$ cat src/rtl/hazard_controller_if.sv
// rtl/hazard_controller_if.sv - decode-side control bundle between the MIPS pipeline and its hazard controller
interface hazard_controller_if #(
  parameter int STALL_CNT_W = 16
);
  logic                   w_id_valid;
  logic [4:0]             w_rs_addr_5;
  logic [4:0]             w_rt_addr_5;
  logic                   w_rs_used;
  logic                   w_rt_used;
  logic [4:0]             w_dest_addr_5;
  logic                   w_dest_we;
  logic                   w_mem_op;
  logic                   w_write_op;
  logic                   w_muldiv_start;
  logic                   w_hilo_read;
  logic                   w_branch_taken;
  logic                   w_stall_if;
  logic                   w_stall_id;
  logic                   w_bubble_ex;
  logic                   w_flush_id;
  logic [1:0]             w_fwd_rs_2;
  logic [1:0]             w_fwd_rt_2;
  logic                   w_muldiv_busy;
  logic [1:0]             w_stall_cause_2;
  logic [STALL_CNT_W-1:0] w_stall_cnt;

  modport master (
    output w_id_valid, w_rs_addr_5, w_rt_addr_5, w_rs_used, w_rt_used,
           w_dest_addr_5, w_dest_we, w_mem_op, w_write_op, w_muldiv_start,
           w_hilo_read, w_branch_taken,
    input  w_stall_if, w_stall_id, w_bubble_ex, w_flush_id, w_fwd_rs_2,
           w_fwd_rt_2, w_muldiv_busy, w_stall_cause_2, w_stall_cnt
  );

  modport slave (
    input  w_id_valid, w_rs_addr_5, w_rt_addr_5, w_rs_used, w_rt_used,
           w_dest_addr_5, w_dest_we, w_mem_op, w_write_op, w_muldiv_start,
           w_hilo_read, w_branch_taken,
    output w_stall_if, w_stall_id, w_bubble_ex, w_flush_id, w_fwd_rs_2,
           w_fwd_rt_2, w_muldiv_busy, w_stall_cause_2, w_stall_cnt
  );
endinterface

$ cat src/rtl/hazard_controller.sv
// rtl/hazard_controller.sv - stall, flush, bubble, forwarding and mult/div sequencing for the 5-stage MIPS pipeline
module hazard_controller #(
  parameter int MULDIV_CYCLES = 32,
  parameter int STALL_CNT_W   = 16
) (
  input logic                clock,
  input logic                reset_n,
  hazard_controller_if.slave hz
);

  localparam logic [5:0] MD_LOAD = 6'(MULDIV_CYCLES);

  // WB needs no entry: the register file writes before it reads, so nothing consults it
  logic                   ex_valid;
  logic                   ex_we;
  logic                   ex_load;
  logic [4:0]             ex_dest;
  logic                   mem_valid;
  logic                   mem_we;
  logic [4:0]             mem_dest;
  logic [5:0]             md_cnt;
  logic [1:0]             fwd_rs_q;
  logic [1:0]             fwd_rt_q;
  logic [STALL_CNT_W-1:0] stall_cnt_q;

  logic       rs_ex_hit, rt_ex_hit, rs_mem_hit, rt_mem_hit;
  logic       load_use, md_busy, md_stall, flush, stall, advance;
  logic [1:0] cause, fwd_rs_d, fwd_rt_d;

  function automatic logic src_hit(input logic used, input logic [4:0] addr,
                                   input logic valid, input logic we,
                                   input logic [4:0] dest);
    return used && (addr != 5'd0) && valid && we && (dest == addr);
  endfunction

  always_comb begin
    rs_ex_hit  = src_hit(hz.w_rs_used, hz.w_rs_addr_5, ex_valid, ex_we, ex_dest);
    rt_ex_hit  = src_hit(hz.w_rt_used, hz.w_rt_addr_5, ex_valid, ex_we, ex_dest);
    rs_mem_hit = src_hit(hz.w_rs_used, hz.w_rs_addr_5, mem_valid, mem_we, mem_dest);
    rt_mem_hit = src_hit(hz.w_rt_used, hz.w_rt_addr_5, mem_valid, mem_we, mem_dest);

    load_use = hz.w_id_valid & ex_load & (rs_ex_hit | rt_ex_hit);
    md_busy  = (md_cnt != 6'd0);
    md_stall = hz.w_id_valid & md_busy & (hz.w_hilo_read | hz.w_muldiv_start);
    flush    = hz.w_branch_taken;
    stall    = (load_use | md_stall) & ~flush;
    advance  = hz.w_id_valid & ~load_use & ~md_stall & ~flush;

    cause = 2'b00;
    if (flush)         cause = 2'b11;
    else if (load_use) cause = 2'b01;
    else if (md_stall) cause = 2'b10;

    // the younger producer (EX) wins when both EX and MEM write the same register
    fwd_rs_d = rs_ex_hit ? 2'b01 : (rs_mem_hit ? 2'b10 : 2'b00);
    fwd_rt_d = rt_ex_hit ? 2'b01 : (rt_mem_hit ? 2'b10 : 2'b00);
  end

  assign hz.w_stall_if      = stall;
  assign hz.w_stall_id      = stall;
  assign hz.w_bubble_ex     = stall | flush;
  assign hz.w_flush_id      = flush;
  assign hz.w_fwd_rs_2      = fwd_rs_q;
  assign hz.w_fwd_rt_2      = fwd_rt_q;
  assign hz.w_muldiv_busy   = md_busy;
  assign hz.w_stall_cause_2 = cause;
  assign hz.w_stall_cnt     = stall_cnt_q;

  always_ff @(posedge clock or negedge reset_n) begin
    if (!reset_n) begin
      ex_valid    <= 1'b0;
      ex_we       <= 1'b0;
      ex_load     <= 1'b0;
      ex_dest     <= 5'd0;
      mem_valid   <= 1'b0;
      mem_we      <= 1'b0;
      mem_dest    <= 5'd0;
      md_cnt      <= 6'd0;
      fwd_rs_q    <= 2'b00;
      fwd_rt_q    <= 2'b00;
      stall_cnt_q <= '0;
    end else begin
      mem_valid <= ex_valid;
      mem_we    <= ex_we;
      mem_dest  <= ex_dest;

      ex_valid <= advance;
      ex_we    <= advance & hz.w_dest_we;
      ex_dest  <= advance ? hz.w_dest_addr_5 : 5'd0;
      ex_load  <= advance & hz.w_mem_op & ~hz.w_write_op;
      fwd_rs_q <= advance ? fwd_rs_d : 2'b00;
      fwd_rt_q <= advance ? fwd_rt_d : 2'b00;

      // a start seen while the counter is idle is launched even if decode stalls for load-use
      if (md_busy)
        md_cnt <= md_cnt - 6'd1;
      else if (hz.w_muldiv_start & hz.w_id_valid & ~flush)
        md_cnt <= MD_LOAD;

      if ((cause != 2'b00) && (stall_cnt_q != '1))
        stall_cnt_q <= stall_cnt_q + STALL_CNT_W'(1);
    end
  end

endmodule

$ cat src/flat_wrapper.sv
// flat-port wrapper written by rule: the top's interface ports become plain ports
module hazard_controller_flat 
#(
  parameter int MULDIV_CYCLES = 32,
  parameter int STALL_CNT_W   = 16
)
  (clock, reset_n, hz_w_id_valid, hz_w_rs_addr_5, hz_w_rt_addr_5, hz_w_rs_used, hz_w_rt_used, hz_w_dest_addr_5, hz_w_dest_we, hz_w_mem_op, hz_w_write_op, hz_w_muldiv_start, hz_w_hilo_read, hz_w_branch_taken, hz_w_stall_if, hz_w_stall_id, hz_w_bubble_ex, hz_w_flush_id, hz_w_fwd_rs_2, hz_w_fwd_rt_2, hz_w_muldiv_busy, hz_w_stall_cause_2, hz_w_stall_cnt);
  hazard_controller_if #(.STALL_CNT_W(STALL_CNT_W)) hz_i ();
  input logic clock;
  input logic reset_n;
  input wire logic [$bits(hz_i.w_id_valid)-1:0] hz_w_id_valid;
  input wire logic [$bits(hz_i.w_rs_addr_5)-1:0] hz_w_rs_addr_5;
  input wire logic [$bits(hz_i.w_rt_addr_5)-1:0] hz_w_rt_addr_5;
  input wire logic [$bits(hz_i.w_rs_used)-1:0] hz_w_rs_used;
  input wire logic [$bits(hz_i.w_rt_used)-1:0] hz_w_rt_used;
  input wire logic [$bits(hz_i.w_dest_addr_5)-1:0] hz_w_dest_addr_5;
  input wire logic [$bits(hz_i.w_dest_we)-1:0] hz_w_dest_we;
  input wire logic [$bits(hz_i.w_mem_op)-1:0] hz_w_mem_op;
  input wire logic [$bits(hz_i.w_write_op)-1:0] hz_w_write_op;
  input wire logic [$bits(hz_i.w_muldiv_start)-1:0] hz_w_muldiv_start;
  input wire logic [$bits(hz_i.w_hilo_read)-1:0] hz_w_hilo_read;
  input wire logic [$bits(hz_i.w_branch_taken)-1:0] hz_w_branch_taken;
  output wire logic [$bits(hz_i.w_stall_if)-1:0] hz_w_stall_if;
  output wire logic [$bits(hz_i.w_stall_id)-1:0] hz_w_stall_id;
  output wire logic [$bits(hz_i.w_bubble_ex)-1:0] hz_w_bubble_ex;
  output wire logic [$bits(hz_i.w_flush_id)-1:0] hz_w_flush_id;
  output wire logic [$bits(hz_i.w_fwd_rs_2)-1:0] hz_w_fwd_rs_2;
  output wire logic [$bits(hz_i.w_fwd_rt_2)-1:0] hz_w_fwd_rt_2;
  output wire logic [$bits(hz_i.w_muldiv_busy)-1:0] hz_w_muldiv_busy;
  output wire logic [$bits(hz_i.w_stall_cause_2)-1:0] hz_w_stall_cause_2;
  output wire logic [$bits(hz_i.w_stall_cnt)-1:0] hz_w_stall_cnt;
  assign hz_i.w_id_valid = hz_w_id_valid;
  assign hz_i.w_rs_addr_5 = hz_w_rs_addr_5;
  assign hz_i.w_rt_addr_5 = hz_w_rt_addr_5;
  assign hz_i.w_rs_used = hz_w_rs_used;
  assign hz_i.w_rt_used = hz_w_rt_used;
  assign hz_i.w_dest_addr_5 = hz_w_dest_addr_5;
  assign hz_i.w_dest_we = hz_w_dest_we;
  assign hz_i.w_mem_op = hz_w_mem_op;
  assign hz_i.w_write_op = hz_w_write_op;
  assign hz_i.w_muldiv_start = hz_w_muldiv_start;
  assign hz_i.w_hilo_read = hz_w_hilo_read;
  assign hz_i.w_branch_taken = hz_w_branch_taken;
  assign hz_w_stall_if = hz_i.w_stall_if;
  assign hz_w_stall_id = hz_i.w_stall_id;
  assign hz_w_bubble_ex = hz_i.w_bubble_ex;
  assign hz_w_flush_id = hz_i.w_flush_id;
  assign hz_w_fwd_rs_2 = hz_i.w_fwd_rs_2;
  assign hz_w_fwd_rt_2 = hz_i.w_fwd_rt_2;
  assign hz_w_muldiv_busy = hz_i.w_muldiv_busy;
  assign hz_w_stall_cause_2 = hz_i.w_stall_cause_2;
  assign hz_w_stall_cnt = hz_i.w_stall_cnt;
  hazard_controller #(.MULDIV_CYCLES(MULDIV_CYCLES), .STALL_CNT_W(STALL_CNT_W)) u_core (.clock(clock), .reset_n(reset_n), .hz(hz_i));
endmodule
$ cat config.mk
export PLATFORM = sky130hd
export DESIGN_NAME = hazard_controller_flat
export DESIGN_NICKNAME = d
export VERILOG_FILES = /design/src/rtl/hazard_controller_if.sv /design/src/rtl/hazard_controller.sv /design/src/flat_wrapper.sv
export SDC_FILE = /design/constraint.sdc
export NUM_CORES = 1
export LEC_CHECK = 0
export ABC_AREA = 1
export BUFFER_PORTS_ARGS = -buffer_cell sky130_fd_sc_hd__buf_2
export CORE_MARGIN = 5
export CORE_UTILIZATION = 54
export CTS_CLUSTER_DIAMETER = 50
export DETAILED_ROUTE_END_ITERATION = 12
export PLACE_DENSITY = 0.9
export SETUP_SLACK_MARGIN = 0.4
export SLEW_MARGIN = 25
export SYNTH_ARGS = -nofsm -noshare
export SYNTH_HDL_FRONTEND = slang
export SYNTH_SLANG_ARGS = --single-unit
$ cat constraint.sdc
create_clock -name clock -period 3.05 [get_ports clock]
set_clock_uncertainty 0.2 [all_clocks]
set_input_delay 0.915 -clock clock [delete_from_list [all_inputs] [get_ports clock]]
set_output_delay 0.915 -clock clock [all_outputs]
set_load 0.1 [all_outputs]
# After elaboration in Yosys (flattened, before gate mapping)
# Cells that the tools add are included.
# totals
register_bits	41
input_bits	26
out_inout_bits	27
elab_cells	71
# op_classes
addsub	2
n_eq_ne	5
n_mux	12
n_bitwise	21
n_reduce_logical	20
# op_table
operator	count
5-bit equality test	4
2-bit 2-to-1 mux	9
16-bit by 1-bit adder with 16-bit output (second input constant)	1
16-bit != test (second input constant)	1
1-bit logical AND	15
1-bit bitwise AND	13
6-bit 2-to-1 mux	2
5-bit nonzero test	2
6-bit nonzero test	1
6-bit by 1-bit subtractor with 6-bit output (second input constant)	1
5-bit 2-to-1 mux	1
1-bit NOT	4
1-bit bitwise OR	4
2-bit nonzero test	2

# Longest topological paths before layout
# Gate-level depths: netlist of the first run.
# depth
ltp_word	13
ltp_mapped	13
depth_no_buf	12

# Worst setup path after synthesis of the first run
# OpenSTA, ideal clock, no wires.
# synth_timing
kind	input port to output port
startpoint	in hz_w_rt_addr_5[1]
endpoint	out hz_w_stall_if
arrival_time_ns	3.472
t_required_ns	1.935
path_slack_ns	-1.537
cell_stages	8
n_path_buf	1
cell_sequence	inv_1 nor2_1 nor3_2 nand3_2 nand2_1 nand2_2 a21oi_1 buf_4
# synth_via
elab_chain_len	9
word_cells_on_any_way	10
cone_classes	eq/ne (1); bitwise (4); reduce/logical (5)
# synth_rtl
element	line_no	rtl
from (decl)	flat_wrapper.sv:13	input wire logic [$bits(hz_i.w_rt_addr_5)-1:0] hz_w_rt_addr_5;
5-bit nonzero test	hazard_controller.sv:33	return used && (addr != 5'd0) && valid && we && (dest == addr);
1-bit logical AND (3 in series)	hazard_controller.sv:33	
1-bit logical AND *	hazard_controller.sv:33	
1-bit bitwise OR *	hazard_controller.sv:42	load_use = hz.w_id_valid & ex_load & (rs_ex_hit | rt_ex_hit);
1-bit bitwise AND *	hazard_controller.sv:42	
1-bit bitwise OR *	hazard_controller.sv:46	stall = (load_use | md_stall) & ~flush;
1-bit bitwise AND *	hazard_controller.sv:46	
to (decl)	flat_wrapper.sv:23	output wire logic [$bits(hz_i.w_stall_if)-1:0] hz_w_stall_if;
# Mark *: on every way between the ends. The rest lies on a longest branch, timed or not.

# Final worst setup path of the first run
# layout_timing
startpoint	in hz_w_rt_addr_5[4]
endpoint	out hz_w_stall_if
# Same word-level chain as after synthesis.

==> impl_results.md, run 1 <==
* Row Count at 23
* Max-cap viol count at 0
* Area growth syn-to-layout at 41.4%
* Syn_area_per_cell at 7.86 µm²
* Final setup fails at 5
* Die width at 75.1 µm
* Setup TNS at -677 ps
* Crit path launch type: input port
* Routability cong. at 0.918
* Root buffer cell: clkbuf_8
* Die ar. at 5630 µm²
* Hold Path Class: register to register
* Library cells used by synthesis at 30
* Initial antenna violation count at 0
* Leakage at 1.70 nW
* Average routed wire per standard cell at 16.9 µm
* Register clock-pin slew on the reported worst setup and hold paths at 80 ps
* Latest clock arrival within the worst-skew pair at 300 ps
* Post-DP HPWL at 4.12 mm
* Vias at 2,349
* Worst setup EP type: output pin
* H-tree Lvls at 2
* First-pass iteration count of the detailed router at 5
* Antenna Cells at 0
* DRT iter0 DRCs at 163
* Worst-margin pin slew at 894 ps
* Max Fclk at 312 MHz
* Min Clock Period, post-route at 3210 ps
* Worst EP required at 1930 ps
* Core area at 4060 µm²
* CTS Sinks at 41
* Power Dens Cells at 561 nW/µm²
* ANT nets after route at 0
* Max VDD drop at 0.694 mV
* Crit share post-route at 105%
* Largest net degree at the start of global routing at 42
* Placed insts at 402
* Crit-path max FO at 5
* Total detailed-routing wirelength at 7.16 mm
* Prevailing post-synth register cell: dfrtp_1
* CTS buffer count at 5
* RSZ-0062 raised after global routing: true
* Crit Path Class: input port to output pin
* Failing checks: negative setup slack
* Max Root-Sink Buffers at 2
* Run status: complete, but fails checks
* Seq/Total Area, Yosys at 44.9%
* Worst slew margin at 40.4%
* Yosys warns at 0
* Grt ovf at 0
* Nets at 402
* Layout cells sized above 1 at 37.8%
* Final slew viol count at 0
* FFs w/ async S/R, synth at 100%
* Hold slack at 184 ps
* Post-synth net total at 319
* #FFs+latches synth at 41
* Mapped Cells at 291
* CTS tree: built
* Synthesized cell area at 2290 µm²
* Final count of hold timing violations at 0
* Vias in the first global route at 2,334
* Vias/cell at 5.55
* Port Buffer Count at 52
* Initial Utilization at 56.3%
* Chip height at 75.1 µm
* GRT Util Overall at 26.7%
* First-pass GRT wire length at 11.1 mm
* Final Non-Filler Cells at 423
* Post-synth EDFFs at 0
* Worst EP arrival at 2090 ps
* Io pins at 53
* Residual DRC at 0
* Final Worst Setup Slack at -156 ps
## worst max-delay path, stage by stage
cell,delay [ps]
buf_8,110
inv_6,50
nand2_2,50
nand2_2,80
nand2_2,60
nor2_2,120
nand3_2,120
nand2_2,100
nand2_4,70
a21oi_4,210
buf_12,200
## cells in the mapped netlist (all sizes together), types with 2 or more instances
cell | instances | share of area [%]
nand2 | 83 | 14
dfrtp | 41 | 45
nor2 | 41 | 7.6
inv | 37 | 6.1
nand3 | 35 | 9.1
xnor2 | 11 | 4.2
xor2 | 10 | 3.8
a21oi | 7 | 1.5
buf | 6 | 1.9
o21ai | 6 | 1.3
nand4 | 3 | 1.5
nor3 | 3 | 0.88
ha | 2 | 1.1
o22ai | 2 | 0.55
## per-layer routing
| layer | vias to the layer above | global-route usage (%) | routed length, µm |
|---|---|---|---|
| met2 | 137 | 42.8 | 3650 |
| met4 | 0 | 16.2 | 370 |
| met1 | 1088 | 31.9 | 2550 |
| li1 | 1080 | - | - |
| met5 | - | 0 | 0 |
| met3 | 44 | 7.21 | 592 |
## power by group
group	internal (mW)	leakage (nW)	switching (mW)	total (mW)
clock	0.151	0.0399	0.178	0.328
sequential	0.624	0.549	0.0885	0.713
combinational	0.222	1.11	0.551	0.773
total	0.997	1.70	0.817	1.81
## final cells by class
| cell class | count | area [µm²] |
|---|---|---|
| clock buffers | 5 | 68.8 |
| clock inverters | 1 | 5.00 |
| fillers | 233 | 826 |
| inverters | 37 | 154 |
| multi-input cells | 207 | 1240 |
| flip-flops and latches | 41 | 1030 |
| well taps | 50 | 62.6 |
| repair buffers | 82 | 678 |
## cells in the final DEF (no fill, tap or decap), types with 10 or more instances in the layout
master and n:
nand2_1 67, dfrtp_1 41, buf_2 36, nor2_1 28, inv_1 27, nand3_1 27, buf_4 22, buf_6 14
xnor2_1 11, nand2_2 10, xor2_1 10
## registers in the layout, indices dropped and copies added (netlist names)
name and flops:
u_core.hz.w_stall_cnt 16, u_core.md_cnt 6, u_core.ex_dest 5, u_core.mem_dest 5
u_core.hz.w_fwd_rs_2 2, u_core.hz.w_fwd_rt_2 2, u_core.ex_load 1, u_core.ex_valid 1
u_core.ex_we 1, u_core.mem_valid 1, u_core.mem_we 1
## path summary, 6_finish.rpt
path | start | end | slack, ps | cells after the start
min in group asynchronous | reset_n | u_core.ex_we | 540 | 1
max in group asynchronous | reset_n | u_core.hz.w_stall_cnt[13] | 1550 | 1
min | u_core.ex_valid | u_core.mem_valid | 180 | 0
max reg2reg | u_core.ex_dest[3] | u_core.hz.w_stall_cnt[12] | 700 | 13
max | hz_w_rt_addr_5[4] | hz_w_stall_if | -160 | 11
min reg2reg | u_core.ex_valid | u_core.mem_valid | 180 | 0
## through the flow
step	utilization (%)	setup slack, ps	instance area, µm²	total power, mW
4_1_cts	75.6	-82.9	3070	1.76
5_1_grt	79.6	-212	3230	1.92
2_1_floorplan	-	-403	2370	1.25
6_report	79.6	-156	3230	1.81
3_5_place_dp	69.3	-167	2810	1.41
3_3_place_gp	69.3	-80.1	2810	1.39
## repair_timing
action                                  4_1_cts  5_1_grt
pin swaps                                    20       18
gates resized for setup                      25       42
hold buffers                                  0        0
setup buffers                                13        2
endpoints found under the setup margin        6        7
hold endpoints to repair                      0        0
## logic make-up after synthesis
group                    count (synthesis)  share of synthesized area (%)
flip-flops                              41                           44.9
AO/OA/AOI/OAI                           18                           4.38
AND/OR/NAND/NOR                        166                           33.6
XOR/XNOR                                21                           8.05
buffers and inverters                   43                           7.99
adder cells (fa/ha/maj)                  2                           1.09
(Power assumes the default switching activity.)
==> run 2: changes to the inputs <==
Settings changed: RECOVER_POWER set to 25.
==> run 2 against run 1 <==
Against the previous run: the run still ends with negative setup slack left; total power down 0.69%; sequential power is essentially flat; sequential cell count unchanged; largest power group unchanged.
==> impl_results.md, run 2 (synthesized netlist as in run 1, its figures left out) <==
* Final count of hold timing violations at 0 (unchanged)
* First-pass iteration count of the detailed router at 4 (-1)
* Worst EP arrival at 2090 ps (about the same)
* Placed Area at 2810 µm² (unchanged)
* Routability cong. at 0.918 (unchanged)
* Die ar. at 5630 µm² (unchanged)
* DRT iter0 DRCs at 160 (-1.8%)
* Max Fclk at 312 MHz (about the same)
* Max-cap viol count at 0 (unchanged)
* Nets at 402 (unchanged)
* Total detailed-routing wirelength at 7.18 mm (+0.27%)
* Worst-margin pin slew at 980 ps (+85.3 ps)
* Max Root-Sink Buffers at 2 (unchanged)
* Max VDD drop at 0.693 mV (-0.14%)
* Register clock-pin slew on the reported worst setup and hold paths at 80 ps (about the same)
* Port Buffer Count at 52 (unchanged)
* CTS buffer count at 5 (unchanged)
* Worst setup EP type: output pin
* Failing checks: negative setup slack
* Hold Path Class: register to register
* First-pass GRT wire length at 11.1 mm (unchanged)
* Initial antenna violation count at 0 (unchanged)
* RSZ-0062 raised after global routing: true
* Post-DP HPWL at 4.12 mm (unchanged)
* Vias at 2,346 (-0.13%)
* Die width at 75.1 µm (unchanged)
* CTS Sinks at 41 (unchanged)
* Commonest non-fill, non-tap cell in the layout: nand2_1
* Final Worst Setup Slack at -157 ps (-0.835 ps)
* Layout cells sized above 1 at 37.5% (-0.27 points)
* Comb power frac at 42.5% (about the same)
* Core area at 4060 µm² (unchanged)
* Most frequent cells in the layout: nand2_1 (67), dfrtp_1 (41), buf_2 (35), nor2_1 (29)
* Residual DRC at 0 (unchanged)
* Worst slew margin at 34.7% (-5.7 points)
* Row Count at 23 (unchanged)
* FILL cells at 233 (unchanged)
* ANT nets after route at 0 (unchanged)
* Final slew viol count at 0 (unchanged)
* Worst EP required at 1930 ps (about the same)
* Final setup fails at 5 (unchanged)
* Largest net degree at the start of global routing at 42 (unchanged)
* GRT Util Overall at 26.7% (unchanged)
* Chip height at 75.1 µm (unchanged)
* Int Power at 0.993 mW (-0.31%)
* CTS tree: built
* Crit share post-route at 105% (about the same)
* Power Dens Cells at 559 nW/µm² (-0.45%)
* Crit Path Class: input port to output pin
* Run status: complete, but fails checks
* Antenna Cells at 0 (unchanged)
* Design Area, Final at 3220 µm² (-0.23%)
* Flop pwr share at 39.4% (about the same)
* Min Clock Period, post-route at 3210 ps (+0.835 ps)
* H-tree Lvls at 2 (unchanged)
* Crit-path max FO at 5 (unchanged)
* Largest register FFs at 16 (unchanged)
* Initial Utilization at 56.3% (unchanged)
* Area growth syn-to-layout at 41.1%
* Hold_buf cts at 0 (unchanged)
* Average routed wire per standard cell at 17.0 µm (+0.27%)
* Vias/cell at 5.55 (-0.13%)
* Root buffer cell: clkbuf_8
* Grt ovf at 0 (unchanged)
* Latest clock arrival within the worst-skew pair at 290 ps (about the same)
* Net Sw Frac at 44.9% (-0.21 points)
* Crit path launch type: input port
* Leakage at 1.70 nW (about the same)
* Vias in the first global route at 2,334 (unchanged)
* Final Power at 1.80 mW (-0.69%)
* Clock Power Share at 18.1% (about the same)
* Switching pwr at 0.808 mW (-1.1%)
* Io pins at 53 (unchanged)
## run 2: cell count changes in the layout (fill, tap and decap cells not counted), sizes merged
cell	previous run	this run
buf	82	81
clkbuf	5	6
## run 2: repair_timing
item | CTS | global route
buffers inserted | 13 | 2
setup endpoints to repair | 6 | 7
endpoints found under the hold margin | 0 | 0
resized for setup | 25 | 42
pin swaps | 20 | 18
## run 2: worst paths after layout
path                                             end              start  cells past startpoint  slack [ps]
min in group asynchronous    u_core.hz.w_fwd_rt_2[0]            reset_n                      1         570
min                                 u_core.mem_valid    u_core.ex_valid                      0         180
max reg2reg                u_core.hz.w_stall_cnt[12]  u_core.ex_dest[3]                     13         700
min reg2reg                         u_core.mem_valid    u_core.ex_valid                      0         180
max in group asynchronous  u_core.hz.w_stall_cnt[13]            reset_n                      1        1470
max                                    hz_w_stall_if  hz_w_rt_addr_5[4]                     11        -160
## run 2: layout make-up
type / instances / area (µm²) / share of cell area, %
flip-flops and latches: 41 / 1030 / 31.8
inverters: 37 / 154 / 4.77
well taps: 50 / 62.6 / 1.94
clock buffers: 5 / 68.8 / 2.13
clock inverters: 1 / 5.00 / 0.155
multi-input cells: 207 / 1230 / 38.1
repair buffers: 82 / 678 / 21.0
## run 2: stage by stage
stage	std cells	TNS, ps	worst slack [ps]	hold WS [ps]	util, %
after floorplan	291	-548	-403	154	-
after global placement	402	-367	-80.1	168	69.3
after detailed placement	402	-732	-167	174	69.3
after CTS	421	-433	-82.9	187	75.6
after global routing	423	-973	-212	190	79.5
final	423	-678	-157	183	79.5
## run 2: per-layer routing
metal / share of wire (%) / wire [µm] / vias to the layer above / GRT usage [%]
met3: 7.8 / 560 / 43 / 7.21
met2: 51 / 3670 / 135 / 42.8
li1: - / - / 1078 / -
met1: 36 / 2590 / 1090 / 31.9
met5: 0 / 0 / - / 0
met4: 5.1 / 363 / 0 / 16.2
## run 2: power groups by stage
stage,Combinational (mW),Sequential [mW],Clock [mW]
5_1_grt,0.838,0.720,0.357
6_report,0.766,0.710,0.326
2_1_floorplan,0.327,0.921,0
4_1_cts,0.726,0.705,0.330
3_5_place_dp,0.695,0.714,0
3_3_place_gp,0.680,0.710,0
## run 2: critical path, cell delays in order
cell and delay, ps:
buf_8 110, inv_6 50, nand2_2 50, nand2_2 80
nand2_2 60, nor2_2 110, nand3_2 120, nand2_2 100
nand2_4 70, a21oi_4 220, buf_12 200
